===== src/rtl/muldiv_unit.sv =====
// Iterative MULT/MULTU/DIV/DIVU unit with architectural HI/LO registers.
// Divider datapath is compiled in only when MULDIV_DIV_EN is defined.
module muldiv_unit #(
    parameter int WIDTH = 32
) (
    input  logic             clk,
    input  logic             reset,
    input  logic             start,
    input  logic [1:0]       op,
    input  logic [WIDTH-1:0] a,
    input  logic [WIDTH-1:0] b,
    input  logic             hi_we,
    input  logic             lo_we,
    input  logic [WIDTH-1:0] wd,
    output logic             busy,
    output logic             done,
    output logic [WIDTH-1:0] hi,
    output logic [WIDTH-1:0] lo
);
    localparam int CW = $clog2(WIDTH);

    typedef enum logic [1:0] {S_IDLE, S_RUN, S_DONE} state_t;

    state_t             state_q, state_d;
    logic [1:0]         op_q, op_d;
    logic               neg_q, neg_d;
    logic [WIDTH-1:0]   opb_q, opb_d;
    logic [2*WIDTH-1:0] acc_q, acc_d;
    logic [CW-1:0]      cnt_q, cnt_d;
    logic [WIDTH-1:0]   hi_q, hi_d, lo_q, lo_d;

    logic               a_neg, b_neg;
    logic [WIDTH-1:0]   a_abs, b_abs;
    logic [WIDTH:0]     mul_sum;
    logic [2*WIDTH-1:0] mul_next, prod;
    logic [2*WIDTH-1:0] iter;

    assign a_neg = ~op[0] & a[WIDTH-1];
    assign b_neg = ~op[0] & b[WIDTH-1];
    assign a_abs = a_neg ? -a : a;
    assign b_abs = b_neg ? -b : b;

    // Shift-add: accumulate the multiplicand into the upper half, then shift right.
    assign mul_sum  = {1'b0, acc_q[2*WIDTH-1:WIDTH]} + {1'b0, (acc_q[0] ? opb_q : '0)};
    assign mul_next = {mul_sum, acc_q[WIDTH-1:1]};
    assign prod     = neg_q ? -mul_next : mul_next;

`ifdef MULDIV_DIV_EN
    logic               sa_q, sa_d;
    logic [2*WIDTH:0]   div_shift;
    logic [WIDTH-1:0]   div_trial;
    logic               div_ge;
    logic [2*WIDTH-1:0] div_next;
    logic [WIDTH-1:0]   quo, rem, quo_s, rem_s;

    // Restoring division: {remainder, quotient} shifted left, trial subtract on the top.
    assign div_shift = {acc_q, 1'b0};
    assign div_ge    = div_shift[2*WIDTH:WIDTH] >= {1'b0, opb_q};
    assign div_trial = div_shift[2*WIDTH-1:WIDTH] - opb_q;
    assign div_next  = div_ge ? {div_trial, div_shift[WIDTH-1:1], 1'b1}
                              : div_shift[2*WIDTH-1:0];
    assign iter      = op_q[1] ? div_next : mul_next;

    assign quo   = div_next[WIDTH-1:0];
    assign rem   = div_next[2*WIDTH-1:WIDTH];
    // A zero divisor leaves rem = |a|, so signing it by a restores the raw dividend.
    assign quo_s = (opb_q == '0) ? '1 : (neg_q ? -quo : quo);
    assign rem_s = sa_q ? -rem : rem;
`else
    assign iter = mul_next;
`endif

    always_comb begin
        state_d = state_q;
        op_d    = op_q;
        neg_d   = neg_q;
        opb_d   = opb_q;
        acc_d   = acc_q;
        cnt_d   = cnt_q;
        hi_d    = hi_q;
        lo_d    = lo_q;
`ifdef MULDIV_DIV_EN
        sa_d    = sa_q;
`endif
        case (state_q)
            S_IDLE, S_DONE: begin
                if (hi_we) hi_d = wd;
                if (lo_we) lo_d = wd;
                if (start) begin
                    state_d = S_RUN;
                    op_d    = op;
                    neg_d   = a_neg ^ b_neg;
                    opb_d   = b_abs;
                    acc_d   = {{WIDTH{1'b0}}, a_abs};
                    cnt_d   = '0;
`ifdef MULDIV_DIV_EN
                    sa_d    = a_neg;
`endif
                end else if (state_q == S_DONE) begin
                    state_d = S_IDLE;
                end
            end
            S_RUN: begin
                acc_d = iter;
                cnt_d = cnt_q + 1'b1;
                if (cnt_q == CW'(WIDTH - 1)) begin
                    state_d = S_DONE;
                    if (!op_q[1]) begin
                        hi_d = prod[2*WIDTH-1:WIDTH];
                        lo_d = prod[WIDTH-1:0];
                    end
`ifdef MULDIV_DIV_EN
                    else begin
                        hi_d = rem_s;
                        lo_d = quo_s;
                    end
`endif
                end
            end
            default: state_d = S_IDLE;
        endcase
    end

    always_ff @(posedge clk) begin
        if (reset) begin
            state_q <= S_IDLE;
            op_q    <= '0;
            neg_q   <= 1'b0;
            opb_q   <= '0;
            acc_q   <= '0;
            cnt_q   <= '0;
            hi_q    <= '0;
            lo_q    <= '0;
`ifdef MULDIV_DIV_EN
            sa_q    <= 1'b0;
`endif
        end else begin
            state_q <= state_d;
            op_q    <= op_d;
            neg_q   <= neg_d;
            opb_q   <= opb_d;
            acc_q   <= acc_d;
            cnt_q   <= cnt_d;
            hi_q    <= hi_d;
            lo_q    <= lo_d;
`ifdef MULDIV_DIV_EN
            sa_q    <= sa_d;
`endif
        end
    end

    assign busy = (state_q == S_RUN);
    assign done = (state_q == S_DONE);
    assign hi   = hi_q;
    assign lo   = lo_q;
endmodule


===== config.mk =====
export PLATFORM = sky130hd
export DESIGN_NAME = muldiv_unit
export DESIGN_NICKNAME = d
export VERILOG_FILES = /design/src/rtl/muldiv_unit.sv
export SDC_FILE = /design/constraint.sdc
export NUM_CORES = 1
export LEC_CHECK = 0
export BUFFER_PORTS_ARGS = -buffer_cell sky130_fd_sc_hd__buf_2
export CELL_PAD_IN_SITES_DETAIL_PLACEMENT = 0
export CELL_PAD_IN_SITES_GLOBAL_PLACEMENT = 1
export CORE_MARGIN = 3
export CORE_UTILIZATION = 43
export DETAILED_ROUTE_END_ITERATION = 6
export GPL_TIMING_DRIVEN = 0
export PLACE_DENSITY_LB_ADDON = 0.1
export SYNTH_ARGS = -nofsm -noshare
export SYNTH_HDL_FRONTEND = slang
export SYNTH_SLANG_ARGS = --single-unit

===== constraint.sdc =====
create_clock -name clk -period 4.9 [get_ports clk]
set_input_delay 0.49 -clock clk [delete_from_list [all_inputs] [get_ports clk]]
set_output_delay 0.49 -clock clk [all_outputs]
set_load 0.1 [all_outputs]

* Word-level counts from Yosys, hierarchy flattened
Index checks and enable logic that the tools add are counted.
** Cells by class
- $add $sub $neg :: 5
- Equality and inequality tests :: 9
- Muxes and demuxes :: 20
- Bitwise gates (word level) :: 4
- Reductions and logical operators :: 8
** Operators by type and width (number)
- $mux 32 :: 9
- $mux 64 :: 2
- $pmux 32 s2 :: 2
- $pmux 64 s2 :: 1
- $neg 32->32 :: 2
- $neg 64->64 :: 1
- $add 32x32->33 :: 1
- $pmux 5 s2 :: 1
- $ne 2x2->1 const B :: 4
- $reduce_and 4->1 :: 2
- $mux 2 :: 3
- $reduce_and 2->1 :: 3
- $add 5x1->5 const B :: 1
- $eq 5x5->1 const B :: 1
- $mux 5 :: 1
- $pmux 2 s2 :: 1
- $ne 3x3->1 const B :: 1
- $and 1x1->1 :: 2
- $eq 2x1->1 const B :: 1
- $eq 2x2->1 const B :: 1
- $logic_not 2->1 :: 1
- $ne 2x1->1 const B :: 1
- $reduce_bool 2->1 :: 1
- $reduce_or 2->1 :: 1
- other kinds (2) :: 2
** Storage, ports and cells
- Bits in registers :: 170
- Input bits :: 103
- Output and inout port bits :: 66
- Word-level logic and storage cells :: 54

* Longest topological paths before layout
Gate-level depths: netlist (run 1).
- Depth after elaboration :: 7
- Gate-level depth with buffers :: 15
- Gate-level depth less buffers :: 13

* Worst setup path after synthesis (run 1)
No wires, ideal clock.
- Path type :: register to register
- Start :: register acc_q[0]
- End :: register hi_q[20], in the netlist hi[20]
- Setup time :: 70 ps
- Arrival :: 4003 ps
- Data required time :: 4830 ps
- Path slack :: 827 ps
- Stages on the path, launching flop included :: 16
- Buffers on the path :: 2
- Period minus slack after synthesis :: 4073 ps
- Cell sequence :: dfxtp_1 clkbuf_1 and2_1 ha_1 fa_1 a21o_1 a221oi_4 nor4_2 or3_1 a221o_1 or4_1 buf_2 nor4_4 o21ai_1 a311o_1 a21oi_1
** On the way
- Cells in the longest elaborated chain, start to end :: 7
** RTL lines
- from (decl) :: line 28 : logic [2*WIDTH-1:0] acc_q, acc_d;
- from (signal assigned) :: line 130 : acc_q <= '0;
- from (signal assigned) :: line 142 : acc_q <= acc_d;
- $mux 32 * :: line 44 : assign mul_sum = {1'b0, acc_q[2*WIDTH-1:WIDTH]} + {1'b0, (acc_q[0] ? opb_q : '0)};
- $add 32x32->33 * :: line 44
- $neg 64->64 :: line 46 : assign prod = neg_q ? -mul_next : mul_next;
- $mux 64 * :: line 46
- $mux 32 * :: line 108 : if (!op_q[1]) begin
- $mux 32 * :: line 106 : if (cnt_q == CW'(WIDTH - 1)) begin
- $pmux 32 s2 * :: line 85 : case (state_q)
- to (signal assigned) :: line 144 : hi_q <= hi_d;
- to (decl) :: line 30 : logic [WIDTH-1:0] hi_q, hi_d, lo_q, lo_d;
Mark *: on every way between the ends. The rest lies on a longest branch, timed or not. The select of a mux whose other input is x is not followed.
A chain may end at the register's enable or synchronous reset.

* Worst setup path in the final report (run 1)
Same ends and word-level chain as after synthesis.

==> results.sh, run 1 <==
export IMPL_status="finished clean"
export IMPL_grt_pass1_wl_um=62720
export IMPL_clock_skew_ns=0.01245
export IMPL_stdcell_area_um2=13480
export IMPL_io_pins=169
export IMPL_antenna_found_initial=0
export IMPL_worst_pin_slew_ns=1.013
export IMPL_dr_first_iter_drc_count=1008
export IMPL_fp_row_count=59
export IMPL_synth_top_cell_area_share=0.2930
export IMPL_crit_top_cell="buf_4"
export IMPL_yosys_warnings=0
export IMPL_pre_cts_ws_ns=0.05670
export IMPL_avgRoutedWirePerCell_um=19.99
export IMPL_drc=0
export IMPL_yosysTopAreaCell="dfxtp_1"
export IMPL_synthFlopType="dfxtp_1"
export IMPL_coreArea_um2=26210
export IMPL_grt_max_degree=20
export IMPL_start_kind="flip-flop"
export IMPL_syn_area_per_cell_um2=7.571
export IMPL_critical_path_max_stage_delay_ns=0.57
export IMPL_ant_nets=0
export IMPL_p_per_area_nw_per_um2=304.7
export IMPL_cts_hold_buf=0
export IMPL_crit_arrival_ns=5.14
export IMPL_ys_seq_area_frac=0.2930
export IMPL_grt_pass1_vias=11116
export IMPL_detailed_place_hpwl_um=32590
export IMPL_start_util=0.4406
export IMPL_syn_nets=1666
export IMPL_slew_viol_final=0
export IMPL_path_max_fanout=10
export IMPL_crit_buf_inv=4
export IMPL_firstDrtPassIters=6
export IMPL_die_x_um=169.9
export IMPL_path_delay_family="compound AO/OA/AOI/OAI gates"
export IMPL_synth_seq_cells=169
export IMPL_yosys_top_cells_count="224 x nor2_1, 169 x dfxtp_1, 149 x a21oi_1"
export IMPL_drive_gt1_frac=0.1410
export IMPL_n_antenna_cell=0
export IMPL_die_area_um2=28850
export IMPL_finalSetupTns_ns=0
export IMPL_clock_latency_ns=0.46
export IMPL_nFillCells=2736
export IMPL_synth_edff_count=0
export IMPL_maxCapViolations=0
export IMPL_grt_use_total=0.2767
export IMPL_overflow=0
export IMPL_finalSetupViolCount=0
export IMPL_path_class="flip-flop to flip-flop"
export IMPL_cts_buffer_depth=2
export IMPL_ys_async_sr_fraction=0
export IMPL_p_leak_nw=5.252
export IMPL_clock_sinks=169
export IMPL_max_freq_ghz=0.2103
export IMPL_final_nets=1859
export IMPL_cp_end_kind="flip-flop"
export IMPL_fin_total_pwr_mw=4.108
export IMPL_ys_types=74
export IMPL_vdd_ir_drop_max_mv=0.2521
export IMPL_period_needed_ns=4.756
export IMPL_hold_class="input pin to flip-flop"
export IMPL_report_final_hold_viol_count=0
export IMPL_setup_ws_ns=0.1442
export IMPL_cts_root_buf="clkbuf_16"
export IMPL_synth_most_common_cell="nor2_1"
export IMPL_cts_buffers=17
export IMPL_synth_area_leaders="dfxtp_1 29%, nor2_1 7.3%, a21oi_1 6.5%, xor2_1 5.6%, a211oi_1 4.8%"
export IMPL_port_buffers=168
export IMPL_postPlaceCellArea_um2=12810
export IMPL_num_vias=12009
export IMPL_hold_ws_ns=0.3231
export IMPL_relSlewSlack=0.3244
export IMPL_htreeDepth=4
export IMPL_critical_path_slowest_cell="a211oi_1"
export IMPL_viasPerCell=5.813
export IMPL_synth_area_um2=11550
export IMPL_clk_pin_slew_worst_paths_ns=0.08
export IMPL_worst_ep_required_time_ns=5.28
export IMPL_gp_congestion=0.9179
export IMPL_drt_total_wl_um=41310
export IMPL_area_delta_synth_final_pct=16.76
export IMPL_die_h_um=169.9
export IMPL_cts_tree="yes"
export IMPL_fin_crit_sh=0.9706
export IMPL_path_cells="buf_2 -> and2_1 -> ha_1 -> fa_1 -> a21o_1 -> a221oi_4 -> buf_4 -> buf_4 -> nor2_1 -> a221o_1 -> a211oi_1 -> or4_4 -> nor4_4 -> buf_4 -> or3_2 -> a311o_1 -> a21oi_1"
export IMPL_syn_inst=1525
-- cell type report --
| class | count | area [um2] | area share |
|---|---|---|---|
| multi-input cells | 1238 | 7697 | 0.5710 |
| well taps | 335 | 419.2 | 0.03109 |
| clock inverters | 15 | 197.7 | 0.01466 |
| plain buffers | 101 | 409.1 | 0.03035 |
| clock buffers | 17 | 425.4 | 0.03155 |
| inverters | 17 | 63.81 | 0.004733 |
| repair buffers | 174 | 885.9 | 0.06571 |
| flip-flops and latches | 169 | 3383 | 0.2510 |
-- placed cells by master, fill, tap and decap left out, types with 9 or more instances in the layout --
cell type	count
a211oi_1	73
and2_1	41
nor4_1	13
nand4_1	11
a22oi_1	64
a21oi_1	149
o31ai_1	36
nand2_1	126
xnor2_1	54
clkbuf_16	17
nor2b_1	13
nand2b_1	13
nor3_1	33
or4_1	11
buf_2	174
o41ai_1	11
o21ai_0	69
inv_1	15
dfxtp_1	169
nand3_1	21
nor2_1	224
ha_1	37
o21a_1	13
xor2_1	74
clkbuf_1	83
or3_1	24
a21o_1	9
-- metal layers --
| layer | wire length, um | GRT usage | vias up |
|---|---|---|---|
| met5 | 0 | 0 | - |
| met4 | 688 | 0.06508 | 0 |
| met3 | 2759 | 0.04344 | 51 |
| met2 | 17940 | 0.4325 | 424 |
| met1 | 19930 | 0.4012 | 5591 |
| li1 | - | - | 5943 |
-- worst min-delay path: cells and delay by family --
kind,cells,cell delay [ns]
AOI/OAI and AO/OA,1,0.06
buffers and inverters,1,0.12
and+or+nand+nor,1,0.07
-- report_power, final --
group          internal [mW]  switching [mW]
clock                  0.743           0.730
combinational          0.285           0.812
sequential              1.46          0.0745
total                   2.49            1.62
-- state kept, by name, indices dropped and copies added, names as in the netlist --
register,flops
cnt_q,5
op_q,1
neg_q,1
acc_q,64
hi,32
opb_q,32
lo,32
state_q,2
-- path summary, 6_finish.rpt --
| path | cells after the start | start | slack [ns] | endpoint |
|---|---|---|---|---|
| hold reg to reg | 2 | hi[29] | 0.45 | hi[29] |
| hold / removal | 3 | b[0] | 0.32 | opb_q[0] |
| setup reg to reg | 17 | acc_q[0] | 0.14 | hi[20] |
| setup / recovery | 17 | acc_q[0] | 0.14 | hi[20] |
-- logic make-up after synthesis --
family / after synthesis / share of synthesized area
AND/OR/NAND/NOR: 562 / 0.2315
AO/OA/AOI/OAI: 505 / 0.2907
flip-flops: 169 / 0.2930
XOR/XNOR: 129 / 0.09850
buffers and inverters: 118 / 0.04075
adder cells (fa/ha/maj): 38 / 0.04183
multiplexers: 4 / 0.003684
-- through the flow --
step | utilization | cells
2_1_floorplan | - | 1525
3_5_place_dp | 0.4887 | 2028
6_report | 0.5144 | 2066
5_1_grt | 0.5144 | 2066
3_3_place_gp | 0.4887 | 2028
4_1_cts | 0.5124 | 2060
-- what timing repair did --
item | 4_1_cts | 5_1_grt
resized for setup | 0 | 6
endpoints found under the hold margin | 0 | 0
setup buffers | 0 | 6
endpoints found under the setup margin | 0 | 11
(Power assumes the default switching activity.)
==> run 2, diff against run 1 <==
CORE_UTILIZATION = 46   (was 43)
SLEW_MARGIN = 30   (was not set)
clock period = 5.7 ns   (was 4.9 ns; I/O delays follow)
==> results.sh, run 2 (synthesis results as in run 1) <==
export IMPL_cts_hold_buf=0
export IMPL_final_cells=2049
export IMPL_cts_buffers=17
export IMPL_max_freq_ghz=0.2049
export IMPL_clk_pin_slew_worst_paths_ns=0.07
export IMPL_area_delta_synth_final_pct=15.88
export IMPL_clock_latency_ns=0.44
export IMPL_io_pins=169
export IMPL_final_nets=1853
export IMPL_die_x_um=164.4
export IMPL_grt_pass1_wl_um=61900
export IMPL_maxCapViolations=0
export IMPL_cp_end_kind="flip-flop"
export IMPL_crit_arrival_ns=5.17
export IMPL_detailed_place_hpwl_um=31890
export IMPL_drive_gt1_frac=0.1362
export IMPL_report_final_hold_viol_count=0
export IMPL_finalSetupViolCount=0
export IMPL_die_area_um2=27040
export IMPL_stdcell_area_um2=13380
export IMPL_largest_register_ff_count=64
export IMPL_relSlewSlack=0.3744
export IMPL_htreeDepth=4
export IMPL_path_max_fanout=10
export IMPL_start_util=0.4720
export IMPL_rsz0062_at_grt="false"
export IMPL_vdd_ir_drop_max_mv=0.1842
export IMPL_drc=0
export IMPL_avgRoutedWirePerCell_um=19.61
export IMPL_nFillCells=2454
export IMPL_finalSetupTns_ns=0
export IMPL_path_class="flip-flop to flip-flop"
export IMPL_fin_crit_sh=0.8561
export IMPL_cts_root_buf="clkbuf_16"
export IMPL_start_kind="flip-flop"
export IMPL_grt_use_total=0.2923
export IMPL_critical_path_slowest_cell="or4_1"
export IMPL_clkPwrFrac=0.341
export IMPL_coreArea_um2=24460
export IMPL_p_per_area_nw_per_um2=256.3
export IMPL_worst_pin_slew_ns=0.9384
export IMPL_clock_skew_ns=0.01361
export IMPL_p_leak_nw=5.212
export IMPL_worst_ep_required_time_ns=5.99
export IMPL_n_antenna_cell=0
export IMPL_ant_nets=0
export IMPL_status="finished clean"
export IMPL_postPlaceCellArea_um2=12790
export IMPL_clock_sinks=169
export IMPL_critical_path_max_stage_delay_ns=0.51
export IMPL_cts_tree="yes"
export IMPL_antenna_found_initial=1
export IMPL_num_vias=12126
export IMPL_period_needed_ns=4.880
export IMPL_hold_class="input pin to flip-flop"
export IMPL_die_h_um=164.4
export IMPL_cts_buffer_depth=2
export IMPL_fp_row_count=57
export IMPL_overflow=0
export IMPL_dp_cells=2017
export IMPL_path_cells="clkbuf_1 -> and2_1 -> ha_1 -> fa_1 -> a21o_1 -> a221oi_4 -> nor4_2 -> or3_1 -> a221o_1 -> or4_1 -> buf_2 -> nor4_4 -> nand3_1 -> a211oi_1 -> nor3_1"
export IMPL_cts_setup_buffers=0
export IMPL_power_frac_seq=0.386
export IMPL_mostFrequentLayoutCell="nor2_1"
export IMPL_swShare=0.3907
export IMPL_gp_congestion=0.9311
export IMPL_power_frac_comb=0.273
export IMPL_port_buffers=168
export IMPL_grt_pass1_vias=11280
export IMPL_power_switching_mw=1.340
export IMPL_mostFrequentLayoutCells="224 x nor2_1, 173 x buf_2, 169 x dfxtp_1"
export IMPL_cts_resized_gates=0
export IMPL_firstDrtPassIters=5
export IMPL_grt_max_degree=19
export IMPL_dr_first_iter_drc_count=1217
export IMPL_slew_viol_final=0
export IMPL_viasPerCell=5.918
export IMPL_top_register="acc_q"
export IMPL_drt_total_wl_um=40190
export IMPL_internal_power_mw=2.089
==> run 2: changes by cell type in the layout (fill, tap and decap cells not counted), sizes merged <==
cell	before	now
buf	190	183
bufinv	1	0
clkbuf	101	103
clkinv	6	7
clkinvlp	2	1
==> run 2: path summary, 6_finish.rpt <==
kind            start        to  slack (ns)  cells after the start
max          acc_q[0]    hi[24]        0.82                     15
min              b[0]  opb_q[0]        0.42                      3
max reg2reg  acc_q[0]    hi[24]        0.82                     15
min reg2reg    hi[29]    hi[29]        0.45                      2
==> run 2: worst max-delay path, delay by kind of cell (launching register included) <==
family                   cells  cell delay, ns
AND/OR/NAND/NOR              7            1.92
AO/OA/AOI/OAI                4            1.32
buffers and inverters        2            0.43
adder cells (fa/ha/maj)      2            0.65
flip-flops                   1            0.41
==> run 2: power groups by stage <==
stage	sequential, mW	clock (mW)	combinational (mW)
global route	1.33	1.23	1.01
detailed placement	1.35	0	0.926
floorplan	1.58	0	0.423
finish	1.32	1.17	0.937
CTS	1.32	1.18	0.929
global placement	1.35	0	0.920
==> run 2: cell type report <==
| cell class | count | area (um2) | share of cell area |
|---|---|---|---|
| inverters | 17 | 63.81 | 0.004769 |
| repair buffers | 168 | 840.8 | 0.06284 |
| clock buffers | 18 | 429.2 | 0.03208 |
| flip-flops and latches | 169 | 3383 | 0.2529 |
| well taps | 324 | 405.4 | 0.03030 |
| multi-input cells | 1238 | 7700 | 0.5755 |
| clock inverters | 14 | 150.1 | 0.01122 |
| plain buffers | 101 | 406.6 | 0.03039 |
==> run 2: per-stage QoR <==
step           hold WS, ns  utilization  power (mW)  setup WS, ns
4_1_cts             0.4077       0.5466       3.428        0.8414
3_5_place_dp        0.4369       0.5229       2.274        0.8779
3_3_place_gp        0.4340       0.5229       2.266        0.8815
6_report            0.4206       0.5469       3.428        0.8200
5_1_grt             0.4183       0.5469       3.565        0.5714
2_1_floorplan       0.4273            -       2.006         1.627
==> run 2: metal layers <==
metal	part of all wire	GRT usage	routed length, um
met4	0.030	0.09531	1193
met3	0.081	0.05969	3273
met5	0.00032	0	13
met2	0.43	0.4451	17160
met1	0.46	0.4139	18550
